**src/rtl/lc3_bus_pkg.sv**
```systemverilog
`default_nettype none
// ============================================================================
// Module      : lc3_bus_pkg
// Description : Shared LC-3 bus types, widths and source names.
// Revision    : 1.0 - initial release
// ============================================================================
package lc3_bus_pkg;

    localparam int LC3_WORD_W    = 16;
    localparam int LC3_BUS_SRC_N = 4;

    typedef logic [15:0] lc3_word_t;

    // Q_Sel values of the standard four-source bus
    typedef enum logic [1:0] {
        SRC_PC,
        SRC_ALU,
        SRC_MDR,
        SRC_MARMUX
    } lc3_bus_src_e;

endpackage
`default_nettype wire

```
**src/rtl/rr_arbiter.sv**
```systemverilog
`default_nettype none
// ============================================================================
// Module      : rr_arbiter
// Description : Combinational round-robin arbiter. Scans from ptr upward with
//               wrap-around and returns the first requester one-hot and binary.
// Revision    : 1.0 - initial release
// ============================================================================
module rr_arbiter #(
    parameter int  N     = 4,
    localparam int SEL_W = $clog2(N)
) (
    input  logic [N-1:0]     req,
    input  logic [SEL_W-1:0] ptr,
    input  logic             enable,
    output logic [N-1:0]     grant,
    output logic [SEL_W-1:0] idx
);

    always_comb begin
        logic             w_found;
        int               w_pos;
        logic [SEL_W-1:0] w_sel;
        grant   = '0;
        idx     = '0;
        w_found = 1'b0;
        w_pos   = 0;
        w_sel   = '0;
        for (int k = 0; k < N; k++) begin
            // ptr is always below N, so a single subtraction wraps the scan
            w_pos = int'(ptr) + k;
            if (w_pos >= N) begin
                w_pos = w_pos - N;
            end
            w_sel = SEL_W'(w_pos);
            if (enable && !w_found && req[w_sel]) begin
                grant[w_sel] = 1'b1;
                idx          = w_sel;
                w_found      = 1'b1;
            end
        end
    end

endmodule
`default_nettype wire

```
**src/rtl/rr_bus_mux.sv**
```systemverilog
`default_nettype none
// ============================================================================
// Module      : rr_bus_mux
// Description : Registered N-to-1 LC-3 bus mux with round-robin arbitration
//               and a one-entry valid/ready output register.
//               Optional macro RR_BUS_MUX_LOCK_EN adds a lock input that keeps
//               the granted source at top priority for bursts.
// Revision    : 1.0 - initial release
// ============================================================================
module rr_bus_mux
    import lc3_bus_pkg::*;
#(
    parameter int  WIDTH = LC3_WORD_W,
    parameter int  N     = LC3_BUS_SRC_N,
    localparam int SEL_W = $clog2(N)
) (
    input  logic               Clk,
    input  logic               Reset,
`ifdef RR_BUS_MUX_LOCK_EN
    input  logic               lock,
`endif
    input  logic [N-1:0]       req,
    input  logic [N*WIDTH-1:0] data_in,
    output logic [N-1:0]       grant,
    output logic               out_valid,
    input  logic               out_ready,
    output logic [WIDTH-1:0]   Q_Out,
    output logic [SEL_W-1:0]   Q_Sel
);

    localparam logic [0:0]       c_st_empty = 1'b0;
    localparam logic [0:0]       c_st_full  = 1'b1;
    localparam logic [SEL_W-1:0] c_last_idx = SEL_W'(N - 1);

    logic [0:0]       r_state;
    logic [SEL_W-1:0] r_ptr;
    logic [SEL_W-1:0] r_q_sel;
    logic [WIDTH-1:0] r_q_out;
    logic [SEL_W-1:0] w_idx;
    logic [SEL_W-1:0] w_ptr_next;
    logic             w_accept;
    logic             w_lock;
    logic [WIDTH-1:0] w_src [N];

    genvar gi;
    generate
        for (gi = 0; gi < N; gi++) begin : g_unpack
            assign w_src[gi] = data_in[gi*WIDTH +: WIDTH];
        end
    endgenerate

`ifdef RR_BUS_MUX_LOCK_EN
    assign w_lock = lock;
`else
    assign w_lock = 1'b0;
`endif

    // Reset masks accept so no grant is ever shown during a reset cycle
    assign w_accept = !Reset && (|req) && ((r_state == c_st_empty) || out_ready);

    rr_arbiter #(
        .N (N)
    ) u_arbiter (
        .req    (req),
        .ptr    (r_ptr),
        .enable (w_accept),
        .grant  (grant),
        .idx    (w_idx)
    );

    always_comb begin
        if (w_lock) begin
            w_ptr_next = w_idx;
        end else if (w_idx == c_last_idx) begin
            w_ptr_next = '0;
        end else begin
            w_ptr_next = w_idx + SEL_W'(1);
        end
    end

    always_ff @(posedge Clk) begin
        if (Reset) begin
            r_state <= c_st_empty;
            r_q_out <= '0;
            r_q_sel <= '0;
            r_ptr   <= '0;
        end else if (w_accept) begin
            r_state <= c_st_full;
            r_q_out <= w_src[w_idx];
            r_q_sel <= w_idx;
            r_ptr   <= w_ptr_next;
        end else if ((r_state == c_st_full) && out_ready) begin
            r_state <= c_st_empty;
        end
    end

    assign out_valid = (r_state == c_st_full);
    assign Q_Out     = r_q_out;
    assign Q_Sel     = r_q_sel;

endmodule
`default_nettype wire

```
**config.mk**
```make
export PLATFORM = sky130hd
export DESIGN_NAME = rr_bus_mux
export DESIGN_NICKNAME = d
export VERILOG_FILES = /design/src/rtl/lc3_bus_pkg.sv /design/src/rtl/rr_arbiter.sv /design/src/rtl/rr_bus_mux.sv
export SDC_FILE = /design/constraint.sdc
export NUM_CORES = 1
export LEC_CHECK = 0
export ABC_CLOCK_PERIOD_IN_PS = 3890
export CORE_ASPECT_RATIO = 0.8
export CORE_MARGIN = 4
export CORE_UTILIZATION = 37
export CTS_CLUSTER_DIAMETER = 120
export DETAILED_ROUTE_END_ITERATION = 12
export PLACE_DENSITY = 0.72
export REMOVE_ABC_BUFFERS = 1
export SKIP_LAST_GASP = 1
export SYNTH_ARGS = -nofsm -noshare
export SYNTH_HDL_FRONTEND = slang
export SYNTH_SLANG_ARGS = --single-unit
```
**constraint.sdc**
```tcl
create_clock -name Clk -period 3.89 [get_ports Clk]
set_clock_uncertainty 0.15 [all_clocks]
set_input_delay 0.778 -clock Clk [delete_from_list [all_inputs] [get_ports Clk]]
set_output_delay 0.778 -clock Clk [all_outputs]
set_load 0.03 [all_outputs]
```
==> metrics.txt, run 1 <==
Total GRT Usage=0.1737; FFs w/ async S/R, synth=0; #FFs+latches synth=21; highest metal used=met4; deepest clock path buffer count=2; placed insts=343; Switching Fraction=0.4085; Post-Syn Area=0.001877 mm^2; Hold Vio Cnt, Final=0; Post-CTS Setup Repair Bufs=0; Synth Flop Type=dfxtp_1; slowest cell on the critical path=mux4_2; Finished Layout Cells=347; Max Fanout on Critical Path=10; Max H-tree Level=1; starting density of the core=0.3964; DRT iter0 DRCs=106; Worst-Margin Slew=808.8 ps; Routed met2 length=2.541 mm; fin crit share=0.9693; Hold WC Path Type=reg -> reg; Synth Area per Inst=approximately 9.7 um^2; R2R depth=8; antenna cell count=0; number of nets in the layout=around 360; largest net degree at the start of global routing=22; status=completed; relative slew slack=0.4608; Peak VDD IR=0.2209 mV; # IOs=94; # setup viols final=0; drt first pass iters=4; cell-internal power=0.7436 mW; wire length on met1=2.638 mm; P_leak=roughly 1.2 nW; layout cells sized above 1=0.1812; Sw Pwr=0.5134 mW; Cell Area, Placed=0.002863 mm^2; Hold Path Stages=2; met3 WL=520 um; TritonCTS Buffers=3; count of final max-slew check failures=0; Final ANT Viol Nets=0; Netlist cell types=between 40 and 50; sequential share of power=0.243; DRC viols=0; sequential share of the synthesized area=0.2240; vias in the first global route=1718; Post-synth EDFFs=0; cell count after synthesis=194; synth warn=0; CTS sink cnt=21; hold_ws=323.9 ps; most used cell, CP=buf_4; endpoint type of the worst setup path=output port; share of the synthesized area in the top cell type=0.2240; fillers=415; largest stage delay on the critical path=510 ps; power per cell area=432.3 mW/mm^2; final WL=5.719 mm; final instance area=about 0.0029 mm^2; Port Buffer Count=between 90 and 100; worst setup margin=between 100 and 150 ps; commonest non-fill, non-tap cell in the layout=clkdlybuf4s50_1; FMAX=~0.27 GHz; critical-path cell list=clkdlybuf4s50_1 -> buf_4 -> mux4_2 -> nor3_1 -> a221o_1 -> buf_4; synthesis-to-layout area growth=54.93%; DIE HEIGHT=71.70 um; Core Region=0.004735 mm^2; dominant cell type by area after synthesis=dfxtp_1; HPWL after DPL=roughly 4.5 mm; clock share of power=0.117; Comb power frac=0.640; insertion delay to the later sink of the worst-skew pair=260 ps; commonest non-fill, non-tap cells in the layout=89 x clkdlybuf4s50_1, 21 x dfxtp_1, 21 x mux2i_1; initial antenna violation count=0; Worst-path clk slew=approximately 70 ps; Setup TNS=0 ps; GP Congestion=0.8825; first-pass GRT wire length=8.749 mm; Root Buffer=clkbuf_8; largest cells by area after synthesis=dfxtp_1 22%, mux2_4 12%, mux2i_1 11%, a22oi_1 7.2%, mux4_2 4.8%; mean number of vias per cell=around 5.4; CTS tree=done; Vias=~1.9k; FP Rows=22; post-cts resize count=0; RSZ-0062 raised after global routing=no; Final min period=3771 ps; Arrival @ worst endpoint=~2800 ps; Worst Path Required=2960 ps; DR WL/cell=~16 um; Max Cap Violations=0; pre-CTS WS=about 170 ps; critical path class=in -> out; Startpoint Class=primary input; Die Width=87.63 um; die area=0.006283 mm^2; GRT overflow=0; post-cts hold buffer count=0
-- metrics by stage --
| stage | utilization | power (mW) |
|---|---|---|
| detailed placement | 0.6047 | 1.117 |
| floorplan | - | 0.8186 |
| global placement | 0.6047 | 1.108 |
| global route | 0.6142 | 1.336 |
| finish | 0.6142 | 1.257 |
| CTS | 0.6142 | 1.267 |
-- synth_stat cells (all sizes together), types with 2 or more instances --
cell,number
a21oi,7
a221o,5
a22oi,19
buf,14
clkbuf,3
dfxtp,21
ha,4
inv,4
mux2,18
mux2i,21
mux4,4
nand2,8
nand2b,8
nor2,9
nor2b,2
nor3,3
nor4,2
o21ai,18
o31ai,4
or3,2
-- cell families after synthesis --
family                   Yosys count  share of synthesized area
multiplexers                      43                     0.2980
buffers and inverters             21                    0.06533
AO/OA/AOI/OAI                     63                     0.2553
flip-flops                        21                     0.2240
AND/OR/NAND/NOR                   42                     0.1307
adder cells (fa/ha/maj)            4                    0.02667
-- worst max-delay path: cells and delay by family --
kind / cells / cell delay, ps
multiplexers: 1 / 510
AND/OR/NAND/NOR: 1 / 440
buffers and inverters: 3 / 870
AO/OA/AOI/OAI: 1 / 240
-- final cells by class --
cell class	count	area, um^2	share of cell area
inverter	4	15.01	0.005164
sequential	21	420.4	0.1446
clock buffer	4	45.04	0.01549
tap	60	75.07	0.02582
timing repair buffer	106	1018	0.3503
multi-input combinational	152	1334	0.4587
-- layer usage --
metal	GRT usage	up-vias
met5	0	-
met4	0.01533	0
met3	0.04598	4
met2	0.2751	83
met1	0.2449	869
li1	-	935
-- power groups by stage --
stage | Clock [mW] | Combinational [mW] | Sequential, mW
CTS | 0.153 | 0.808 | 0.306
global placement | 0 | 0.799 | 0.308
finish | 0.147 | 0.805 | 0.306
global route | 0.164 | 0.856 | 0.315
floorplan | 0 | 0.385 | 0.433
detailed placement | 0 | 0.805 | 0.311
-- path summary, 6_finish.rpt --
check                    to  startpoint  slack (ps)
hold / removal     Q_Sel[0]    Q_Sel[0]         320
hold reg to reg    Q_Sel[0]    Q_Sel[0]         320
setup / recovery   grant[2]      req[2]         120
setup reg to reg  Q_Out[13]    r_ptr[0]         750
-- state kept, by name, summed over array words and instances (netlist names) --
signal and flops:
Q_Out 16, Q_Sel 2, out_valid 1, r_ptr 2
Power figures use the tool's default switching activity.
==> run 2, diff against run 1 <==
--- a/config.mk
+++ b/config.mk
@@ -13,7 +13,9 @@
 export DETAILED_ROUTE_END_ITERATION = 12
 export PLACE_DENSITY = 0.72
 export REMOVE_ABC_BUFFERS = 1
+export SKIP_CTS_REPAIR_TIMING = 1
 export SKIP_LAST_GASP = 1
+export SLEW_MARGIN = 20
 export SYNTH_ARGS = -nofsm -noshare
 export SYNTH_HDL_FRONTEND = slang
 export SYNTH_SLANG_ARGS = --single-unit
==> results of run 2 <==
No change in the layout: final DEF, timing and power equal those of run 1.
==> run 3, diff against run 2 <==
--- a/config.mk
+++ b/config.mk
@@ -8,10 +8,11 @@
 export ABC_CLOCK_PERIOD_IN_PS = 3890
 export CORE_ASPECT_RATIO = 0.8
 export CORE_MARGIN = 4
-export CORE_UTILIZATION = 37
+export CORE_UTILIZATION = 61
 export CTS_CLUSTER_DIAMETER = 120
 export DETAILED_ROUTE_END_ITERATION = 12
-export PLACE_DENSITY = 0.72
+export DONT_BUFFER_PORTS = 1
+export PLACE_DENSITY = 0.74
 export REMOVE_ABC_BUFFERS = 1
 export SKIP_CTS_REPAIR_TIMING = 1
 export SKIP_LAST_GASP = 1
==> metrics.txt, run 3 (same netlist as run 1, synthesis figures left out) <==
Final ANT Viol Nets=0 (unchanged); DRC viols=0 (unchanged); # setup viols final=0 (unchanged); antenna cell count=0 (unchanged); synthesis-to-layout area growth=1.000% (was 54.93%); worst hold endpoint=Q_Sel[1] (was Q_Sel[0]); number of nets in the layout=261 (was 363); Switching Fraction=0.4446 (was 0.4085); GP Congestion=0.8007 (was 0.8825); largest net degree at the start of global routing=22 (unchanged); Hold WC Path Type=in -> reg (was reg -> reg); Max Fanout on Critical Path=10 (unchanged); slowest cell on the critical path=ha_2 (was mux4_2); commonest non-fill, non-tap cell in the layout=mux2i_1 (was clkdlybuf4s50_1); layout cells sized above 1=0.2216 (was 0.1812); worst hold start=Reset (was Q_Sel[0]); endpoint type of the worst setup path=output port (unchanged); power per cell area=553.8 mW/mm^2 (was 432.3 mW/mm^2); GRT overflow=0 (unchanged); starting density of the core=0.6585 (was 0.3964); Setup TNS=0 ps (unchanged); P_leak=0.7993 nW (was 1.208 nW); largest stage delay on the critical path=490 ps (was 510 ps); Comb power frac=0.456 (was 0.640); critical path class=reg -> out (was in -> out); placed insts=219 (was 343); # IOs=94 (unchanged); RR Startpoint=r_ptr[1] (was r_ptr[0]); sequential share of power=0.412 (was 0.243); Cell Area, Placed=0.001847 mm^2 (was 0.002863 mm^2); DIE HEIGHT=57.61 um (was 71.70 um); delay-heaviest family, CP=multiplexers (was buffers and inverters); worst setup margin=149.3 ps (was 119.2 ps); clock share of power=0.132 (was 0.117); Arrival @ worst endpoint=2810 ps (was 2840 ps); Sw Pwr=0.4667 mW (was 0.5134 mW); final instance area=0.001896 mm^2 (was 0.002908 mm^2); final WL=4.623 mm (was 5.719 mm); Startpoint Class=register (was primary input); FF-to-FF setup slack=600 ps (was 750 ps); Vias=1552 (was 1891); Hold Path Stages=1 (was 2); CTS sink cnt=21 (unchanged); relative slew slack=0.4984 (was 0.4608); R2R depth=8 (unchanged); vias in the first global route=1512 (was 1718); count of final max-slew check failures=0 (unchanged); drt first pass iters=5 (was 4); CTS tree=done (unchanged); Total GRT Usage=0.2175 (was 0.1737); status=completed (unchanged); initial antenna violation count=0 (unchanged); Die Width=70.02 um (was 87.63 um); most used cell, CP=nor2_1 (was buf_4); Peak VDD IR=0.3481 mV (was 0.2209 mV); Core Region=0.002850 mm^2 (was 0.004735 mm^2); Hold Vio Cnt, Final=0 (unchanged); DRT iter0 DRCs=97 (was 106); Critical path buffers and inverters=1 (was 3); pre-CTS WS=251.2 ps (was 165.1 ps); Final min period=3741 ps (was 3771 ps); insertion delay to the later sink of the worst-skew pair=250 ps (was 260 ps); first-pass GRT wire length=7.334 mm (was 8.749 mm); Worst-path clk slew=70 ps (about the same); hold_ws=431.1 ps (was 323.9 ps); HPWL after DPL=3.434 mm (was 4.480 mm); FF-to-FF End=Q_Out[13] (unchanged); die area=0.004034 mm^2 (was 0.006283 mm^2); cell-internal power=0.5830 mW (was 0.7436 mW); Max H-tree Level=1 (unchanged); Finished Layout Cells=223 (was 347); commonest non-fill, non-tap cells in the layout=21 x mux2i_1, 20 x dfxtp_1, 18 x a22oi_1 (was 89 x clkdlybuf4s50_1, 21 x dfxtp_1, 21 x mux2i_1); FF/Latch Area=421.7 um^2 (was 420.4 um^2); DR WL/cell=20.73 um (was 16.48 um); TritonCTS Buffers=3 (unchanged); fin crit share=0.9616 (was 0.9693); Max Cap Violations=0 (unchanged); deepest clock path buffer count=2 (unchanged); Root Buffer=clkbuf_8 (unchanged); FMAX=0.2673 GHz (was 0.2652 GHz); max FFs per register=16 (unchanged); multi-input logic area=0.001336 mm^2 (was 0.001334 mm^2); mean number of vias per cell=6.960 (was 5.450); Port Buffer Count=0 (was 93); RSZ-0062 raised after global routing=no (unchanged); Worst Path Required=2960 ps (about the same); FP Rows=17 (was 22); critical-path cell list=inv_1 -> ha_2 -> mux2_2 -> mux2i_1 -> nor2_1 -> a22oi_1 -> nor2_1 -> a221o_1 (was clkdlybuf4s50_1 -> buf_4 -> mux4_2 -> nor3_1 -> a221o_1 -> buf_4); fillers=230 (was 415); Worst-Margin Slew=752.4 ps (was 808.8 ps)
==> run 3: cell types whose count changed in the layout (fill, tap and decap cells not counted), sizes merged <==
cell           before  now
clkdlybuf4s50      89    0
buf                17    4
==> run 3: worst reg2reg max path, delay by kind of cell (launching register included) <==
kind,cells,cell delay [ps]
adder cells (fa/ha/maj),1,490
AO/OA/AOI/OAI,4,1290
flip-flops,1,450
buffers and inverters,1,150
multiplexers,2,680
==> run 3: worst max path at each step <==
stage | end | slack (ps) | cells after the start | startpoint
after CTS | grant[2] | -40 | 8 | r_ptr[1]
after global routing | grant[1] | 10 | 8 | r_ptr[1]
after global placement | grant[0] | 430 | 5 | r_ptr[1]
after detailed placement | grant[2] | 250 | 8 | r_ptr[1]
after floorplan | Q_Out[13] | 160 | 8 | r_ptr[0]
final | grant[2] | 150 | 8 | r_ptr[1]
==> run 3: metal layers <==
metal,wire [um],GRT usage
met2,2223,0.3607
met1,1864,0.2810
met3,534,0.08492
met5,0,0
met4,0,0.02186
==> run 3: area by class of cell <==
type	instances	area share
Multi-Input combinational cell	152	0.7049
Inverter	4	0.007921
Tap cell	38	0.02508
Sequential cell	21	0.2224
Timing Repair Buffer	4	0.01584
Clock buffer	4	0.02376
==> run 3: stage by stage <==
step / utilization / power [mW]
after global placement: 0.6479 / 0.8899
after global routing: 0.6651 / 1.111
after CTS: 0.6637 / 1.049
after floorplan: - / 0.8186
final: 0.6651 / 1.050
after detailed placement: 0.6479 / 0.9095
==> run 3: power by group through the flow <==
stage	Clock, mW	Combinational (mW)	Sequential [mW]
2_1_floorplan	0	0.385	0.433
3_3_place_gp	0	0.454	0.436
3_5_place_dp	0	0.472	0.438
4_1_cts	0.142	0.474	0.432
5_1_grt	0.156	0.518	0.438
6_report	0.139	0.478	0.433
